[src/rtl/mb_addsub_seq_if.sv]
// mb_addsub_seq_if: request/response bundle for the multi-byte add/sub sequencer.
//   master: drives start/op_sub/opa/opb, observes busy/done/result/flags.
//   slave : the sequencer side.
interface mb_addsub_seq_if #(parameter int NBYTES = 4);
  localparam int W = 8 * NBYTES;

  logic         start;
  logic         op_sub;
  logic [W-1:0] opa;
  logic [W-1:0] opb;
  logic         busy;
  logic         done;
  logic [W-1:0] result;
  logic         carry_out;
  logic         overflow;
  logic         zero;

  modport master (
    output start, op_sub, opa, opb,
    input  busy, done, result, carry_out, overflow, zero
  );

  modport slave (
    input  start, op_sub, opa, opb,
    output busy, done, result, carry_out, overflow, zero
  );
endinterface

[src/rtl/mb_addsub_seq.sv]
// mb_addsub_seq: feeds an external 8-bit combinational add/sub adder one limb
// per cycle and chains its carry to build an NBYTES*8-bit add or subtract.
//   clk, rst_n            : clock, async active-low reset
//   bus (slave)           : start/op_sub/opa/opb in; busy/done/result/flags out
//   adder_a/b/cin (out)   : limb operands to the adder (zero outside RUN)
//   adder_sum/cout (in)   : adder result for the current limb
module mb_addsub_seq #(
  parameter int NBYTES = 4
) (
  input  logic                clk,
  input  logic                rst_n,
  mb_addsub_seq_if.slave      bus,
  output logic [7:0]          adder_a,
  output logic [7:0]          adder_b,
  output logic                adder_cin,
  input  logic [7:0]          adder_sum,
  input  logic                adder_cout
);
  localparam int W  = 8 * NBYTES;
  localparam int IW = $clog2(NBYTES);

  typedef enum logic [1:0] {S_IDLE, S_RUN, S_DONE} state_t;

  state_t        state, state_nxt;
  logic [W-1:0]  opa_r, opb_r, result_r, new_res;
  logic          sub_r, carry;
  logic [IW-1:0] idx;
  logic          cout_r, ovf_r, zero_r;
  logic [7:0]    a_byte, b_byte, beff;
  logic          last;

  assign last = (idx == IW'(NBYTES - 1));

  // state register
  always_ff @(posedge clk or negedge rst_n)
    if (!rst_n) state <= S_IDLE;
    else        state <= state_nxt;

  // next state
  always_comb begin
    state_nxt = state;
    case (state)
      S_IDLE:  if (bus.start) state_nxt = S_RUN;
      S_RUN:   if (last)      state_nxt = S_DONE;
      S_DONE:                 state_nxt = S_IDLE;
      default:                state_nxt = S_IDLE;
    endcase
  end

  // limb select and the result as it will look after this cycle's capture
  always_comb begin
    a_byte  = '0;
    b_byte  = '0;
    new_res = result_r;
    for (int i = 0; i < NBYTES; i++)
      if (idx == IW'(i)) begin
        a_byte               = opa_r[i*8 +: 8];
        b_byte               = opb_r[i*8 +: 8];
        new_res[i*8 +: 8]    = adder_sum;
      end
  end

  assign beff = sub_r ? ~b_byte : b_byte;

  // outputs: the adder inverts B whenever Cin=1, so B is pre-inverted by the
  // carry to cancel that; the adder then computes A + beff + carry per limb.
  always_comb begin
    bus.busy  = (state == S_RUN);
    bus.done  = (state == S_DONE);
    adder_a   = '0;
    adder_b   = '0;
    adder_cin = 1'b0;
    if (state == S_RUN) begin
      adder_a   = a_byte;
      adder_b   = beff ^ {8{carry}};
      adder_cin = carry;
    end
  end

  // datapath
  always_ff @(posedge clk or negedge rst_n)
    if (!rst_n) begin
      opa_r    <= '0;
      opb_r    <= '0;
      sub_r    <= 1'b0;
      idx      <= '0;
      carry    <= 1'b0;
      result_r <= '0;
      cout_r   <= 1'b0;
      ovf_r    <= 1'b0;
      zero_r   <= 1'b0;
    end else if (state == S_IDLE && bus.start) begin
      opa_r <= bus.opa;
      opb_r <= bus.opb;
      sub_r <= bus.op_sub;
      idx   <= '0;
      carry <= bus.op_sub;  // +1 of the two's-complement negate
    end else if (state == S_RUN) begin
      result_r <= new_res;
      carry    <= adder_cout;
      if (last) begin
        cout_r <= adder_cout;
        // same-sign operands (after negation for sub) producing opposite-sign result
        ovf_r  <= (opa_r[W-1] == (sub_r ^ opb_r[W-1])) && (adder_sum[7] != opa_r[W-1]);
        zero_r <= (new_res == '0);
      end else begin
        idx <= idx + 1'b1;
      end
    end

  assign bus.result    = result_r;
  assign bus.carry_out = cout_r;
  assign bus.overflow  = ovf_r;
  assign bus.zero      = zero_r;
endmodule

[src/flat_wrapper.sv]
// flat-port wrapper written by rule: the top's interface ports become plain ports
module mb_addsub_seq_flat 
#(
  parameter int NBYTES = 4
)
  (clk, rst_n, adder_a, adder_b, adder_cin, adder_sum, adder_cout, bus_start, bus_op_sub, bus_opa, bus_opb, bus_busy, bus_done, bus_result, bus_carry_out, bus_overflow, bus_zero);
  mb_addsub_seq_if #(.NBYTES(NBYTES)) bus_i ();
  input  logic clk;
  input  logic rst_n;
  output logic [7:0] adder_a;
  output logic [7:0] adder_b;
  output logic adder_cin;
  input  logic [7:0] adder_sum;
  input  logic adder_cout;
  input wire logic [$bits(bus_i.start)-1:0] bus_start;
  input wire logic [$bits(bus_i.op_sub)-1:0] bus_op_sub;
  input wire logic [$bits(bus_i.opa)-1:0] bus_opa;
  input wire logic [$bits(bus_i.opb)-1:0] bus_opb;
  output wire logic [$bits(bus_i.busy)-1:0] bus_busy;
  output wire logic [$bits(bus_i.done)-1:0] bus_done;
  output wire logic [$bits(bus_i.result)-1:0] bus_result;
  output wire logic [$bits(bus_i.carry_out)-1:0] bus_carry_out;
  output wire logic [$bits(bus_i.overflow)-1:0] bus_overflow;
  output wire logic [$bits(bus_i.zero)-1:0] bus_zero;
  assign bus_i.start = bus_start;
  assign bus_i.op_sub = bus_op_sub;
  assign bus_i.opa = bus_opa;
  assign bus_i.opb = bus_opb;
  assign bus_busy = bus_i.busy;
  assign bus_done = bus_i.done;
  assign bus_result = bus_i.result;
  assign bus_carry_out = bus_i.carry_out;
  assign bus_overflow = bus_i.overflow;
  assign bus_zero = bus_i.zero;
  mb_addsub_seq #(.NBYTES(NBYTES)) u_core (.clk(clk), .rst_n(rst_n), .bus(bus_i), .adder_a(adder_a), .adder_b(adder_b), .adder_cin(adder_cin), .adder_sum(adder_sum), .adder_cout(adder_cout));
endmodule
[config.mk]
export PLATFORM = sky130hd
export DESIGN_NAME = mb_addsub_seq_flat
export DESIGN_NICKNAME = d
export VERILOG_FILES = /design/src/rtl/mb_addsub_seq_if.sv /design/src/rtl/mb_addsub_seq.sv /design/src/flat_wrapper.sv
export SDC_FILE = /design/constraint.sdc
export NUM_CORES = 1
export LEC_CHECK = 0
export ABC_CLOCK_PERIOD_IN_PS = 5200
export CAP_MARGIN = 20
export CORE_ASPECT_RATIO = 1.2
export CORE_MARGIN = 3
export CORE_UTILIZATION = 39
export CTS_CLUSTER_DIAMETER = 30
export CTS_CLUSTER_SIZE = 25
export DETAILED_ROUTE_END_ITERATION = 8
export PLACE_DENSITY = 0.67
export SLEW_MARGIN = 20
export SYNTH_ARGS = -nofsm -noshare
export SYNTH_HDL_FRONTEND = slang
export SYNTH_SLANG_ARGS = --single-unit
export TNS_END_PERCENT = 20
[constraint.sdc]
create_clock -name clk -period 5.2 [get_ports clk]
set_clock_uncertainty 0.2 [all_clocks]
set_input_delay 1.3 -clock clk [delete_from_list [all_inputs] [get_ports clk]]
set_output_delay 1.3 -clock clk [all_outputs]
set_load 0.05 [all_outputs]
Word level (Yosys, flattened, before mapping)
Cells that the tools add are included.
{ "totals": {"regBits": 105, "elab_cells": 59, "in_bits": 77} }
{ "op_classes": {"addsub": 1, "bitwise": 4, "eq_ne": 10, "muxes": 24, "n_reduce_logical": 10} }
{ "op_table": {"columns": ["operator", "n"], "rows": [
  ["8-bit 2-to-1 mux", 15],
  ["32-bit zero test", 1],
  ["2-bit 2-to-1 mux", 5],
  ["8-bit NOT", 1],
  ["8-bit bitwise XOR", 1],
  ["2-bit equality test, second input constant", 3],
  ["2-bit AND reduction", 3],
  ["2-bit by 1-bit equality test with 1-bit output, second input constant", 2],
  ["2-bit zero test", 2],
  ["2-bit != test, second input constant", 2],
  ["2-bit one-hot mux with 2 select lines", 1],
  ["1-bit 2-to-1 mux", 3],
  ["3-bit AND reduction", 1],
  ["2-bit by 1-bit adder with 2-bit output, second input constant", 1],
  ["1-bit logical AND", 2],
  ["2-bit by 1-bit != test with 1-bit output, second input constant", 1],
  ["2-bit nonzero test", 1],
  ["1-bit equality test", 1],
  ["1-bit != test", 1],
  ["1-bit NOT", 1],
  ["1-bit bitwise XOR", 1]
]} }

Longest topological paths before layout
Gate-level depths: netlist of run 1.
{ "logic_depth": {"ltp_word": 9, "ltp_mapped": 8, "mapped_depth_nobuf": 6} }

Worst setup path after synthesis of run 1
OpenSTA, ideal clock, no wires.
{ "synth_timing": {"path_kind": "register to output", "from": "register u_core.idx[0]", "to": "output adder_a[6]", "t_arrival_ns": 2.364, "path_buffers": 2, "stages_incl_launch_ff": 8, "setup_slack_ns": 1.336, "path_cell_list": "dfrtp_1 -> inv_1 -> ha_1 -> nor2b_2 -> buf_6 -> buf_12 -> a221oi_1 -> o31ai_1"} }
{ "synth_between": {"elab_chain_cells": 6, "elab_cells_between_ends": 9} }
{ "synth_rtl": {"columns": ["element", "line", "source"], "rows": [
  ["start, declared", "mb_addsub_seq.sv:27", "logic [IW-1:0] idx;"],
  ["start signal, assigned", "mb_addsub_seq.sv:107", "idx <= idx + 1'b1;"],
  ["2-bit zero test", "mb_addsub_seq.sv:56", "if (idx == IW'(i)) begin"],
  ["8-bit 2-to-1 mux (3 in a row)", "mb_addsub_seq.sv:56", null],
  ["8-bit 2-to-1 mux (*)", "mb_addsub_seq.sv:56", null],
  ["8-bit 2-to-1 mux (*)", "mb_addsub_seq.sv:73", "if (state == S_RUN) begin"],
  ["end, declared", "flat_wrapper.sv:10", "output logic [7:0] adder_a;"]
]} }
Every way passes the cells marked *; elsewhere a longest branch is shown, timed or not.

Final worst setup path of run 1
{ "layout_timing": {"from": "register u_core.idx[0]", "to": "output adder_b[1]"} }
{ "layout_between": {"elab_chain_cells": 9, "elab_cells_between_ends": 12} }
{ "layout_rtl": {"columns": ["element", "line", "source"], "rows": [
  ["2-bit zero test", "mb_addsub_seq.sv:56", null],
  ["8-bit 2-to-1 mux (3 in a row)", "mb_addsub_seq.sv:56", null],
  ["8-bit 2-to-1 mux (*)", "mb_addsub_seq.sv:56", null],
  ["8-bit NOT", "mb_addsub_seq.sv:63", "assign beff = sub_r ? ~b_byte : b_byte;"],
  ["8-bit 2-to-1 mux (*)", "mb_addsub_seq.sv:63", null],
  ["8-bit bitwise XOR (*)", "mb_addsub_seq.sv:75", "adder_b = beff ^ {8{carry}};"],
  ["8-bit 2-to-1 mux (*)", "mb_addsub_seq.sv:73", null],
  ["end, declared", "flat_wrapper.sv:11", "output logic [7:0] adder_b;"]
]} }
Marks and branches as above.

==> results of run 1 <==
==> layout make-up <==
cell class / count / area (um^2)
fill: 1045 / 5330
tap: 157 / 196
timing repair buffer: 134 / 1330
sequential: 105 / 2630
clock inverter: 2 / 13.8
clock buffer: 13 / 260
multi-input combinational: 224 / 1940
inverter: 6 / 27.5
==> flip-flops by register name (all words and copies together), names as in the netlist <==
register / flops
u_core.bus.zero: 1
u_core.idx: 2
u_core.opb_r: 32
u_core.bus.overflow: 1
u_core.bus.result: 32
u_core.state: 2
u_core.carry: 1
u_core.sub_r: 1
u_core.opa_r: 32
u_core.bus.carry_out: 1
==> worst max-delay path by stage <==
stage / startpoint / cells past startpoint / to / slack [ps]
2_1_floorplan: u_core.idx[0] / 7 / adder_a[6] / 1340
3_3_place_gp: u_core.idx[0] / 7 / adder_b[7] / 740
3_5_place_dp: u_core.idx[0] / 7 / adder_b[1] / 670
4_1_cts: u_core.idx[0] / 7 / adder_b[1] / 280
5_1_grt: u_core.idx[0] / 7 / adder_b[5] / 40
6_report: u_core.idx[0] / 7 / adder_b[1] / 290
==> worst reg2reg max path: cells and delay by family, from the launching register on <==
family	cells	cell delay [ps]
AOI/OAI and AO/OA	2	400
adders and majority gates	1	510
buffers and inverters	1	380
DFF	1	410
and+or+nand+nor	1	390
==> logic make-up after synthesis <==
group                      synth area share, %
buffers and inverters                     3.92
and+or+nand+nor                           6.92
DFF                                       55.3
AOI/OAI and AO/OA                         9.22
adders and majority gates                 1.05
xor gates and xnor gates                 0.369
muxes                                     23.2
==> per-layer routing <==
layer,up-vias,global-route usage (%),wire length [um]
met5,-,0,0
met4,0,8.05,322
met3,21,3.92,726
met2,115,29.7,6000
met1,1692,23.0,4930
li1,1574,-,-
==> cell usage after synthesis (all sizes together) <==
library cell | n | area [um^2]
a21oi | 13 | 65.1
a221oi | 16 | 153
a22o | 2 | 17.5
a22oi | 1 | 7.51
and2 | 1 | 6.26
buf | 20 | 151
clkbuf | 2 | 7.51
dfrtp | 105 | 2630
ha | 4 | 50.1
inv | 6 | 27.5
mux2 | 98 | 1100
nand2 | 10 | 47.5
nand2b | 3 | 18.8
nand3 | 8 | 40.0
nor2 | 3 | 11.3
nor2b | 11 | 71.3
nor3 | 3 | 15.0
nor3b | 1 | 12.5
nor4 | 6 | 37.5
o2111ai | 1 | 8.76
o21ai | 11 | 55.1
o21bai | 1 | 7.51
o22ai | 9 | 56.3
o31ai | 9 | 67.6
or2 | 2 | 12.5
or3 | 9 | 56.3
xor2 | 2 | 17.5
==> through the flow <==
stage / worst slack, ps / total power (uW) / util (%)
global placement: 743 / 4350 / 52.2
global route: 38.9 / 5320 / 54.6
finish: 290 / 5030 / 54.6
CTS: 283 / 5070 / 54.6
floorplan: 1340 / 3560 / -
detailed placement: 675 / 4410 / 52.2
==> placed cells by master, fill, tap and decap left out, drive strengths merged, types with 3 or more instances in the layout <==
master,instances
clkdlybuf4s50,129
dfrtp,105
mux2,98
a221oi,16
a21oi,13
clkbuf,13
o21ai,11
nor2b,11
nand2,10
o22ai,9
or3,9
o31ai,9
nand3,8
nor4,6
inv,6
buf,5
ha,4
nand2b,3
nor2,3
nor3,3
==> power by group <==
group / switching, uW / internal (uW)
registers: 283 / 1240
logic: 1710 / 1150
clock network: 294 / 349
==> key figures, run 1 <==
Run status
  • Outcome: finished clean

Yosys
  • Flop and latch count out of synthesis: 105
  • Synthesized cell area: 0.00475 mm^2
  • Yosys cell types: 35
  • Post-Syn Instances: 357
  • Synth Warn #: 0
  • Seq/Total Area, Yosys: 55.3%
  • Mean Syn Cell Area: 13.3 um^2
  • Syn nets: 438

CTS
  • TritonCTS buffer count: 9
  • # resized after CTS: 0
  • CTS Buffer Depth: 2
  • Post-CTS Setup Bufs: 0
  • Clk slew on worst S/H paths: 60 ps
  • CTS sink cnt: 105
  • H-tree levels: 3
  • TritonCTS clock tree: built
  • CTS root buf: clkbuf_16
  • Cts hold-fix bufs: 0
  • Clock Latency Late Sink: 340 ps

Placement
  • DP HPWL: 8620 um
  • Routability Congestion: 0.824
  • DP Cell Count: 626
  • Placement Cell Area: 0.00612 mm^2
  • IO buf count: 130

Min path
  • Hold Startpoint: u_core.bus.zero
  • WHS Path Cells: 2
  • Hold Crit Endpoint: u_core.bus.zero
  • Hold Path Class: flip-flop to flip-flop

Floorplan
  • Die Area: 0.0136 mm^2
  • Die Height: 127 um
  • Die X: 107 um
  • I/O pin cnt: 131
  • Initial Utilization: 40.5%
  • Core Region: 0.0117 mm^2
  • Core Rows: 43

Pwr
  • Max IR drop VDD: 0.661 mV
  • Power Dens Cells: 785 mW/mm^2
  • Pleak: 0.00255 uW

Global routing
  • Gr usage total: 18.1%
  • GRT overflow: 0
  • Antenna violations before repair: 0
  • Largest net degree at the start of global routing: 82
  • First-pass GRT wire length: 19200 um
  • Vias in the first global route: 3636

Cells and area
  • Share of cells above drive strength 1: 26.0%
  • Post-Layout Cell Count: 641
  • Inserted Diodes: 0
  • Total Nets Final: 561
  • Synth-to-Final Area Change: 34.7%
  • Final instance area: 0.00640 mm^2

Timing
  • Post-route setup TNS: 0 ps
  • Final hold vios: 0
  • Final setup vio count: 0
  • Hold_ws: 298 ps
  • Worst slew margin: 45.0%
  • Slew Limit Fails: 0
  • Post-layout minimum cycle time: 4910 ps
  • Tcrit/Tclk final: 94.4%
  • Tightest Pin Transition: 825 ps
  • RSZ-0062 raised after global routing: no
  • Fmax: 204 MHz

Setup path
  • Data required time at the worst endpoint: 3700 ps
  • Worst-path fanout max: 20
  • Worst EP arrival: 3410 ps
  • CP Launch Type: flip-flop
  • R2R setup slack: 2820 ps
  • Slowest-stage cell, CP: clkdlybuf4s50_1
  • CP cell instances: inv_1 -> ha_1 -> or2_1 -> a221oi_1 -> or3_1 -> a21oi_1 -> clkdlybuf4s50_1
  • FF-to-FF path depth: 5
  • Crit path kind: flip-flop to output pin
  • Worst path top cell family by delay: buffers and inverters
  • Worst r2r dst: u_core.bus.zero
  • Reg-to-reg startpoint: u_core.idx[0]
  • CP max stage delay: 850 ps
  • CP bufs+invs: 2
  • Critical Path Sink Type: output pin

Routing
  • Iteration-0 DRC Markers: 135
  • Via density: 5.31
  • Antenna viol nets, final: 0
  • Total number of vias: 3402
  • Drt total wl: 12000 um
  • DRC: 0
  • DR pass1 iterations: 4
  • Routed len/inst: 18.7 um

Flow run
  • Max-cap violations: 0
Note: power is estimated with default switching activity, not from simulation.
==> inputs of run 2 (changes only) <==
Settings changed: CTS_CLUSTER_DIAMETER 30 to 40.
==> results of run 2 <==
Final layout, timing and power as in run 1 (identical DEF).
